==> src/rtl/seq_pkg.sv <==
// ============================================================================
// Module  : seq_pkg
// Brief   : Shared constants, state enum and mapping for the sequence checker.
// Revision: 1.0 - initial release
// ============================================================================
`default_nettype none

package seq_pkg;

   localparam logic [2:0] C_CODE_S0 = 3'b000;
   localparam logic [2:0] C_CODE_S1 = 3'b011;
   localparam logic [2:0] C_CODE_S2 = 3'b101;
   localparam logic [2:0] C_CODE_S3 = 3'b110;
   localparam logic [2:0] C_CODE_S4 = 3'b010;

   localparam logic [2:0] C_IDX_S0 = 3'd0;
   localparam logic [2:0] C_IDX_S1 = 3'd1;
   localparam logic [2:0] C_IDX_S2 = 3'd2;
   localparam logic [2:0] C_IDX_S3 = 3'd3;
   localparam logic [2:0] C_IDX_S4 = 3'd4;

   localparam logic [2:0] C_SUCC_S0 = C_CODE_S1;
   localparam logic [2:0] C_SUCC_S1 = C_CODE_S2;
   localparam logic [2:0] C_SUCC_S2 = C_CODE_S3;
   localparam logic [2:0] C_SUCC_S3 = C_CODE_S4;
   localparam logic [2:0] C_SUCC_S4 = C_CODE_S0;

   typedef enum logic [0:0] {
      HUNT  = 1'b0,
      TRACK = 1'b1
   } state_t;

endpackage : seq_pkg

`default_nettype wire

==> src/rtl/seq_decode.sv <==
// ============================================================================
// Module  : seq_decode
// Brief   : Combinational map of a counter code to {legal, index, successor}.
// Revision: 1.0 - initial release
// ============================================================================
`default_nettype none

module seq_decode
   import seq_pkg::*;
(
   input  logic [2:0] code,
   output logic       legal,
   output logic [2:0] index,
   output logic [2:0] successor
);

   always_comb begin
      legal     = 1'b1;
      index     = C_IDX_S0;
      successor = C_SUCC_S0;
      case (code)
         C_CODE_S0: begin index = C_IDX_S0; successor = C_SUCC_S0; end
         C_CODE_S1: begin index = C_IDX_S1; successor = C_SUCC_S1; end
         C_CODE_S2: begin index = C_IDX_S2; successor = C_SUCC_S2; end
         C_CODE_S3: begin index = C_IDX_S3; successor = C_SUCC_S3; end
         C_CODE_S4: begin index = C_IDX_S4; successor = C_SUCC_S4; end
         // 001, 100 and 111 never appear in the legal sequence
         default:   legal = 1'b0;
      endcase
   end

endmodule : seq_decode

`default_nettype wire

==> config.mk <==
export PLATFORM = sky130hd
export DESIGN_NAME = seq_decode
export DESIGN_NICKNAME = d
export VERILOG_FILES = /design/src/rtl/seq_pkg.sv /design/src/rtl/seq_decode.sv
export SDC_FILE = /design/constraint.sdc
export NUM_CORES = 1
export LEC_CHECK = 0
export BUFFER_PORTS_ARGS = -buffer_cell sky130_fd_sc_hd__buf_4
export CORE_AREA = 2 2 39 41
export DETAILED_ROUTE_END_ITERATION = 6
export DIE_AREA = 0 0 41 43
export SKIP_LAST_GASP = 1
export SLEW_MARGIN = 20
export SYNTH_ARGS = -nofsm -noshare
export SYNTH_HDL_FRONTEND = slang
export SYNTH_SLANG_ARGS = --single-unit
==> constraint.sdc <==
create_clock -name vclk -period 1.23
set_input_delay 0.246 -clock vclk [all_inputs]
set_output_delay 0.246 -clock vclk [all_outputs]
set_load 0.005 [all_outputs]
==> metrics.cfg, run 1 <==
[timing]
worst_pin_slew_ns=0.150
hold_viol=0
fmax_ghz=0.840
report.final.slew_viol_count=0
fin_crit_ns=1.19
fin_crit_sh_pct=96.7
relSlewSlack_pct=90.0
rsz0062_at_grt=false
setup_tns_ns=0
setup_viol=0

[placed_design]
io_buffers=10
placed_area_um2=181
hpwl_um=199
gp_congestion=0.434

[detailed_routing]
wirelength_um=242
drt-initial-drc-count=1
first_pass_iters=2
drc=0
drt.antenna.violating_nets=0
vias=116
wl_per_cell_um=6.21
viasPerCell=2.97

[setup_path]
start_kind=input port
cp_common_cell=buf_4
crit_buf_inv=2
worst_setup_path_startpoint=code[1]
slowest_delay_ns=0.27
crit_type=input port to output port
cp.arrival_ns=0.94
crit_family=multiplexers
path_cells=buf_4 > xor2_1 > mux2_2 > buf_4
cp_max_fo=7
required_ns=0.98
endpoint_kind=output port
cp_slowest_cell=mux2_2

[cells_and_area]
n_antenna_cell=0
syn_to_final_growth_pct=110
drive_gt1_share_pct=47.8
seq_cell_count=0
utilization_pct=13.1
nNetsFinal=28
n_clock_buffer=0
final_design_area_no_fill_um2=181
regArea_um2=0

[synthesis]
synth_cells=13
ys_warn_count=0
synth_nets=16
netlist_area_um2=86.3
ys_seq_area_share_pct=0
syn_area_per_cell_um2=6.64
synth_cell_types=8

[worst_hold_path]
min_from=code[0]
min-delay-path-class=input port to output port

[die]
initial_utilization_pct=6.24
core_area_um2=1380
io_pins=10
die_y_um=43
fp-row-count=14
die_w_um=41
die_area_um2=1760

[clock_tree]
cts_resized=0
hold_buffers=0
cts_setup_buffers=0

[power]
ir_drop_v=0.0000579
p_leak_nw=0.0903
power_per_cell_area_nw_per_um2=341

[grt]
grt_pass1_wl_um=310
grt_pass1_vias=73
grt_max_degree=8
overflow=0
grt_antenna_before_repair=0
grt_usage_pct=2.40

[outcome]
outcome=finished, final reports clean

[job]
cap_violations=0

[report_power, final]
part | total, mW | internal (mW) | switching, mW
combinational | 0.0618 | 0.0378 | 0.0241
clock | 0 | 0 | 0
sequential | 0 | 0 | 0
[worst paths after layout]
path,to,slack [ns],cells after the start
worst min-delay path,index[2],0.78,3
worst max-delay path,legal,0.04,4
[per-stage QoR]
stage | total power, mW | cells | setup slack (ns) | hold WS, ns
floorplan | 0.0233 | 13 | 0.332 | 0.523
detailed placement | 0.0626 | 39 | 0.0383 | 0.785
CTS | 0.0629 | 39 | 0.0356 | 0.786
global route | 0.0682 | 39 | 0.0138 | 0.816
global placement | 0.0620 | 39 | 0.0372 | 0.781
finish | 0.0618 | 39 | 0.0402 | 0.783
[worst min-delay path, delay by kind of cell]
| family | cells | cell delay [ns] |
|---|---|---|
| buffers and inverters | 2 | 0.24 |
| AND/OR/NAND/NOR | 1 | 0.05 |
[metal layers]
layer / global-route usage [%] / routed length, um
met4: 0 / 0
met3: 0 / 43
met1: 3.48 / 118
met5: 0 / 0
met2: 4.06 / 80
[synth_stat cells, drive strengths merged]
master  count  area (um^2)
and3b       1         8.76
xor2        2         17.5
inv         1         3.75
a21oi       2         10.0
nor2        1         3.75
nand2b      3         18.8
and2        2         12.5
mux2        1         11.3
[kinds of logic (layout without fill, tap and decap cells)]
group                     Yosys count  count (layout)  synth area share (%)
and+or+nand+nor                     7               7                  50.7
xor gates and xnor gates            2               2                  20.3
AOI/OAI and AO/OA                   2               2                  11.6
buffers and inverters               1              11                  4.34
muxes                               1               1                  13.0
[cell usage in the layout (no fill, tap or decap), drive strengths merged]
cell	count
nand2b	3
and3b	1
xor2	2
mux2	1
nor2	1
buf	10
a21oi	2
inv	1
and2	2
[area by class of cell]
class / instances / area [um^2]
Multi-Input combinational cell: 12 / 82.6
Fill cell: 152 / 1200
Tap cell: 16 / 20.0
Timing Repair Buffer: 10 / 75.1
Inverter: 1 / 3.75
Power figures use the tool's default switching activity.
==> inputs of run 2 (changes only) <==
--- a/config.mk
+++ b/config.mk
@@ -6,9 +6,14 @@
 export NUM_CORES = 1
 export LEC_CHECK = 0
 export BUFFER_PORTS_ARGS = -buffer_cell sky130_fd_sc_hd__buf_4
+export CAP_MARGIN = 20
+export CELL_PAD_IN_SITES_DETAIL_PLACEMENT = 0
+export CELL_PAD_IN_SITES_GLOBAL_PLACEMENT = 1
 export CORE_AREA = 2 2 39 41
 export DETAILED_ROUTE_END_ITERATION = 6
 export DIE_AREA = 0 0 41 43
+export PLACE_DENSITY_LB_ADDON = 0.1
+export REMOVE_ABC_BUFFERS = 1
 export SKIP_LAST_GASP = 1
 export SLEW_MARGIN = 20
 export SYNTH_ARGS = -nofsm -noshare
==> run 2 against run 1 <==
Compared with the run above:
- critical path depth stayed put
- routed wire length is 20% higher
- sequential cell count unchanged
- clock-buffer cell count unchanged
- die area unchanged
- utilization unchanged
- via count increased by 2.6%
- cell area unchanged
- final cell count unchanged
- critical path type unchanged
- largest power group unchanged
==> metrics.cfg, run 2 (synthesis gave the netlist of run 1 again) <==
[die]
io_pins=10  ; unchanged
fp-row-count=14  ; unchanged
initial_utilization_pct=6.24  ; unchanged
die_w_um=41  ; unchanged
core_area_um2=1380  ; unchanged
die_area_um2=1760  ; unchanged
die_y_um=43  ; unchanged

[detailed_routing]
top_layer=met3
first_pass_iters=1  ; -1
drc=0  ; unchanged
drt-initial-drc-count=0  ; -1
drt.antenna.violating_nets=0  ; unchanged
viasPerCell=3.05  ; +2.6%
met2_length_um=99  ; +24%
wl_met1_um=138  ; +17%
wl_per_cell_um=7.44  ; +20%
wirelength_um=290  ; +20%
dr_wl_met3_um=52  ; +21%
vias=119  ; +2.6%

[placed_design]
io_buffers=10  ; unchanged
gp_congestion=0.492  ; +13%
placed_area_um2=181  ; unchanged
place_inst=39  ; unchanged

[power]
pwr-share-comb_pct=100.0  ; about the same
p_clk_share_pct=0  ; unchanged
p_leak_nw=0.0903  ; unchanged
ir_drop_v=0.000110  ; +89%
p_int_mw=0.0378  ; about the same
sw_frac_of_total_pct=39.9  ; +0.91 points
power_per_cell_area_nw_per_um2=346  ; +1.5%
p_sw_mw=0.0250  ; +3.9%
seqPwrFrac_pct=0  ; unchanged

[cells_and_area]
syn_to_final_growth_pct=110  ; unchanged
final_common_cell=buf_4
n_antenna_cell=0  ; unchanged
nNetsFinal=28  ; unchanged
final_design_area_no_fill_um2=181  ; unchanged
drive_gt1_share_pct=47.8  ; unchanged
final_cell_mix=10 x buf_4, 3 x nand2b_1, 2 x xor2_1, 2 x and2_1, 2 x a21oi_1
regArea_um2=0  ; unchanged
n_clock_buffer=0  ; unchanged
seq_cell_count=0  ; unchanged
fill_cells=164  ; +7.9%
utilization_pct=13.1  ; unchanged
finalNonFillerCells=39  ; unchanged

[setup_path]
cp_max_fo=7  ; unchanged
required_ns=0.98  ; about the same
slowest_delay_ns=0.26  ; about the same
cp_slowest_cell=mux2_2
start_kind=input port
cp-endpoint=legal
worst_setup_path_startpoint=code[1]
cp.arrival_ns=0.94  ; about the same
crit_type=input port to output port
path_cells=buf_4 > xor2_1 > mux2_2 > buf_4
endpoint_kind=output port
cp_common_cell=buf_4

[timing]
setup_viol=0  ; unchanged
fin_crit_sh_pct=96.3  ; -0.48 points
whs_ns=0.789  ; +0.00561 ns
report.final.slew_viol_count=0  ; unchanged
fin_crit_ns=1.18  ; -0.00591 ns
hold_viol=0  ; unchanged
rsz0062_at_grt=false
fmax_ghz=0.845  ; +0.50%
setup_tns_ns=0  ; unchanged
relSlewSlack_pct=89.7  ; -0.33 points
worst_pin_slew_ns=0.154  ; +0.00489 ns

[grt]
overflow=0  ; unchanged
grt_pass1_vias=107  ; +47%
grt_max_degree=8  ; unchanged
grt_usage_pct=3.30  ; +0.90 points
grt_pass1_wl_um=434  ; +40%
grt_antenna_before_repair=0  ; unchanged

[clock_tree]
cts_resized=0  ; unchanged
cts_setup_buffers=0  ; unchanged
hold_buffers=0  ; unchanged

[job]
cap_violations=0  ; unchanged

[worst_hold_path]
holdPathStages=3  ; unchanged
min-delay-path-class=input port to output port

[outcome]
outcome=finished, final reports clean

[run 2: cell counts in the layout (fill, tap and decap cells not counted)]
Identical to the previous run, type by type.
[run 2: metrics by stage]
| step | total power, mW | setup slack (ns) |
|---|---|---|
| after floorplan | 0.0233 | 0.332 |
| after global placement | 0.0642 | 0.0485 |
| after global routing | 0.0703 | 0.00393 |
| after CTS | 0.0642 | 0.0420 |
| final | 0.0628 | 0.0461 |
| after detailed placement | 0.0639 | 0.0473 |
[run 2: how the worst min path moves through the flow]
| stage | slack [ns] | end | from |
|---|---|---|---|
| floorplan | 0.52 | index[2] | code[0] |
| global placement | 0.79 | index[2] | code[0] |
| detailed placement | 0.79 | index[2] | code[0] |
| CTS | 0.79 | index[2] | code[0] |
| global route | 0.81 | index[2] | code[0] |
| finish | 0.79 | index[2] | code[0] |
[run 2: routing by layer]
metal | vias to the layer above | global-route usage (%)
met5 | - | 0
met2 | 10 | 4.38
met4 | 0 | 0
li1 | 63 | -
met1 | 46 | 6.01
met3 | 0 | 0
[run 2: power groups by stage]
| stage | clock network, mW | logic (mW) | registers (mW) |
|---|---|---|---|
| after floorplan | 0 | 0.0233 | 0 |
| after global placement | 0 | 0.0642 | 0 |
| after detailed placement | 0 | 0.0639 | 0 |
| after CTS | 0 | 0.0642 | 0 |
| after global routing | 0 | 0.0703 | 0 |
| final | 0 | 0.0628 | 0 |
[run 2: critical path, delay by kind of cell]
kind,cells,cell delay (ns)
xor+xnor,1,0.16
mux,1,0.26
buf+inv,2,0.26
[run 2: layout make-up]
cell class	instances	area (um^2)	share of cell area [%]
well taps	16	20.0	11.0
repair buffers	10	75.1	41.4
inverters	1	3.75	2.07
multi-input cells	12	82.6	45.5
==> inputs of run 3 (changes only) <==
--- a/config.mk
+++ b/config.mk
@@ -5,6 +5,7 @@
 export SDC_FILE = /design/constraint.sdc
 export NUM_CORES = 1
 export LEC_CHECK = 0
+export ABC_AREA = 1
 export BUFFER_PORTS_ARGS = -buffer_cell sky130_fd_sc_hd__buf_4
 export CAP_MARGIN = 20
 export CELL_PAD_IN_SITES_DETAIL_PLACEMENT = 0
==> run 3 against run 2 <==
Compared with the run above:
- setup slack improved by 0.13 ns
- utilization fell by 1.1 points
- hold slack got worse by 0.012 ns
- synthesized area shrank 17%
- non-clock buffer count is the same
- combinational power decreased by 11%
- via count up 12%
- clock-buffer cell count unchanged
- total power fell by 11%
- first-iteration DRC count up 3
- synthesized cell count grew 31%
- critical path depth rose by 1
==> metrics.cfg, run 3 <==
[outcome]
outcome=finished, final reports clean

[power]
p_leak_nw=0.103  ; +14%
seqPwrFrac_pct=0  ; unchanged
ir_drop_v=0.0000460  ; -58%
p_clk_share_pct=0  ; unchanged
pwr-share-comb_pct=100.0  ; about the same
sw_frac_of_total_pct=45.6  ; +5.7 points
p_sw_mw=0.0255  ; +1.8%
p_int_mw=0.0304  ; -19%
power_per_cell_area_nw_per_um2=336  ; -2.9%

[synthesis]
netlist_area_um2=71.3  ; -17%
post-synth-top-count-cell=nand2_1
synth_cells=17  ; +4
synth_top_cell_by_area=nand3_1
synth_cell_types=6  ; -2
synthTopCellsByCount=5 x nand2_1, 4 x nand3_1, 3 x inv_1, 3 x nor2_1
ys_warn_count=0  ; unchanged
ys_seq_area_share_pct=0  ; unchanged
yosys.area.top_type_share_pct=28.1  ; +6.3 points
ys_top_cells_by_area=nand3_1 28%, nand2_1 26%, inv_1 16%, nor2_1 16%, o21ai_0 7.0%
syn_area_per_cell_um2=4.20  ; -37%

[timing]
fin_crit_ns=1.05  ; -0.133 ns
setup_tns_ns=0  ; unchanged
fmax_ghz=0.951  ; +13%
worst_pin_slew_ns=0.155  ; +0.000465 ns
hold_viol=0  ; unchanged
fin_crit_sh_pct=85.5  ; -11 points
report.final.slew_viol_count=0  ; unchanged
whs_ns=0.777  ; -0.0125 ns
relSlewSlack_pct=89.6  ; about the same
rsz0062_at_grt=false
setup_viol=0  ; unchanged

[die]
initial_utilization_pct=5.15  ; -1.1 points
die_y_um=43  ; unchanged
die_area_um2=1760  ; unchanged
die_w_um=41  ; unchanged
fp-row-count=14  ; unchanged
core_area_um2=1380  ; unchanged
io_pins=10  ; unchanged

[grt]
grt_pass1_wl_um=441  ; +1.6%
grt_antenna_before_repair=0  ; unchanged
grt_pass1_vias=106  ; -0.93%
grt_usage_pct=3.40  ; +0.10 points
overflow=0  ; unchanged
grt_max_degree=7  ; -1

[cells_and_area]
seq_cell_count=0  ; unchanged
regArea_um2=0  ; unchanged
utilization_pct=12.0  ; -1.1 points
syn_to_final_growth_pct=133
n_antenna_cell=0  ; unchanged
final_common_cell=buf_4
drive_gt1_share_pct=37.0  ; -11 points
final_cell_mix=10 x buf_4, 5 x nand2_1, 4 x nand3_1
fill_cells=171  ; +4.3%
nNetsFinal=32  ; +14%
n_clock_buffer=0  ; unchanged

[setup_path]
endpoint_kind=output port
crit_family=buffers and inverters
cp_max_fo=6  ; -1
required_ns=0.98  ; about the same
slowest_delay_ns=0.13  ; -0.13 ns
crit_buf_inv=3  ; +1
start_kind=input port
crit_type=input port to output port
cp.arrival_ns=0.81  ; -0.13 ns
path_cells=buf_4 > inv_1 > nand3_1 > nand3_1 > buf_4
cp_slowest_cell=buf_4

[clock_tree]
cts_setup_buffers=0  ; unchanged
cts_resized=0  ; unchanged
hold_buffers=0  ; unchanged

[detailed_routing]
wirelength_um=329  ; +13%
drc=0  ; unchanged
vias=133  ; +12%
drt.antenna.violating_nets=0  ; unchanged
drt-initial-drc-count=3  ; +3
first_pass_iters=3  ; +2
viasPerCell=3.09  ; +1.4%
wl_per_cell_um=7.65  ; +2.9%

[job]
cap_violations=0  ; unchanged

[worst_hold_path]
hold_end=index[2]
min-delay-path-class=input port to output port
min_from=code[0]
holdPathStages=3  ; unchanged

[placed_design]
gp_congestion=0.589  ; +20%
hpwl_um=269
io_buffers=10  ; unchanged

==> run 3: changes by cell type in the layout (fill, tap and decap cells not counted), sizes merged <==
| cell | delta |
|---|---|
| a21oi | -2 |
| and2 | -2 |
| and3b | -1 |
| inv | +2 |
| mux2 | -1 |
| nand2 | +5 |
| nand2b | -3 |
| nand3 | +4 |
| nor2 | +2 |
| o21ai | +2 |
| xor2 | -2 |
==> run 3: kinds of logic (layout without fill, tap and decap cells) <==
logic type             count (synthesis)  count (layout)  synth area share, %
AOI/OAI and AO/OA                      2               2                 14.0
buffers and inverters                  3              13                 15.8
and+or+nand+nor                       12              12                 70.2
==> run 3: how the worst max path moves through the flow <==
stage,slack [ns],end,from,cells after the start
finish,0.18,legal,code[1],5
floorplan,0.48,successor[0],code[1],3
global placement,0.17,successor[0],code[2],5
detailed placement,0.17,successor[0],code[2],5
global route,0.12,legal,code[1],5
CTS,0.17,legal,code[1],5
==> run 3: cell type report <==
type	instances	area, um^2	area share [%]
inverters	3	11.3	6.77
repair buffers	10	75.1	45.1
multi-input cells	14	60.1	36.1
well taps	16	20.0	12.0
==> run 3: power groups by stage <==
| stage | registers (mW) | logic (mW) | clock network (mW) |
|---|---|---|---|
| 6_report | 0 | 0.0559 | 0 |
| 5_1_grt | 0 | 0.0620 | 0 |
| 4_1_cts | 0 | 0.0574 | 0 |
| 3_5_place_dp | 0 | 0.0570 | 0 |
| 3_3_place_gp | 0 | 0.0574 | 0 |
| 2_1_floorplan | 0 | 0.0187 | 0 |
==> run 3: metrics by stage <==
| step | cells | worst slack (ns) | total power [mW] | cell area [um^2] |
|---|---|---|---|---|
| 2_1_floorplan | 17 | 0.475 | 0.0187 | 71.3 |
| 3_3_place_gp | 43 | 0.171 | 0.0574 | 166 |
| 3_5_place_dp | 43 | 0.172 | 0.0570 | 166 |
| 4_1_cts | 43 | 0.170 | 0.0574 | 166 |
| 5_1_grt | 43 | 0.116 | 0.0620 | 166 |
| 6_report | 43 | 0.179 | 0.0559 | 166 |
==> run 3: routing by layer <==
layer	up-vias	wire, um	GRT usage, %
met2	8	104	4.38
li1	74	-	-
met4	0	0	0
met1	51	185	6.33
met5	-	0	0
met3	0	39	0
==> run 3: tightest hold or removal path: cells and delay by family <==
kind | cells | cell delay [ns]
buf+inv | 2 | 0.23
simple gates | 1 | 0.05
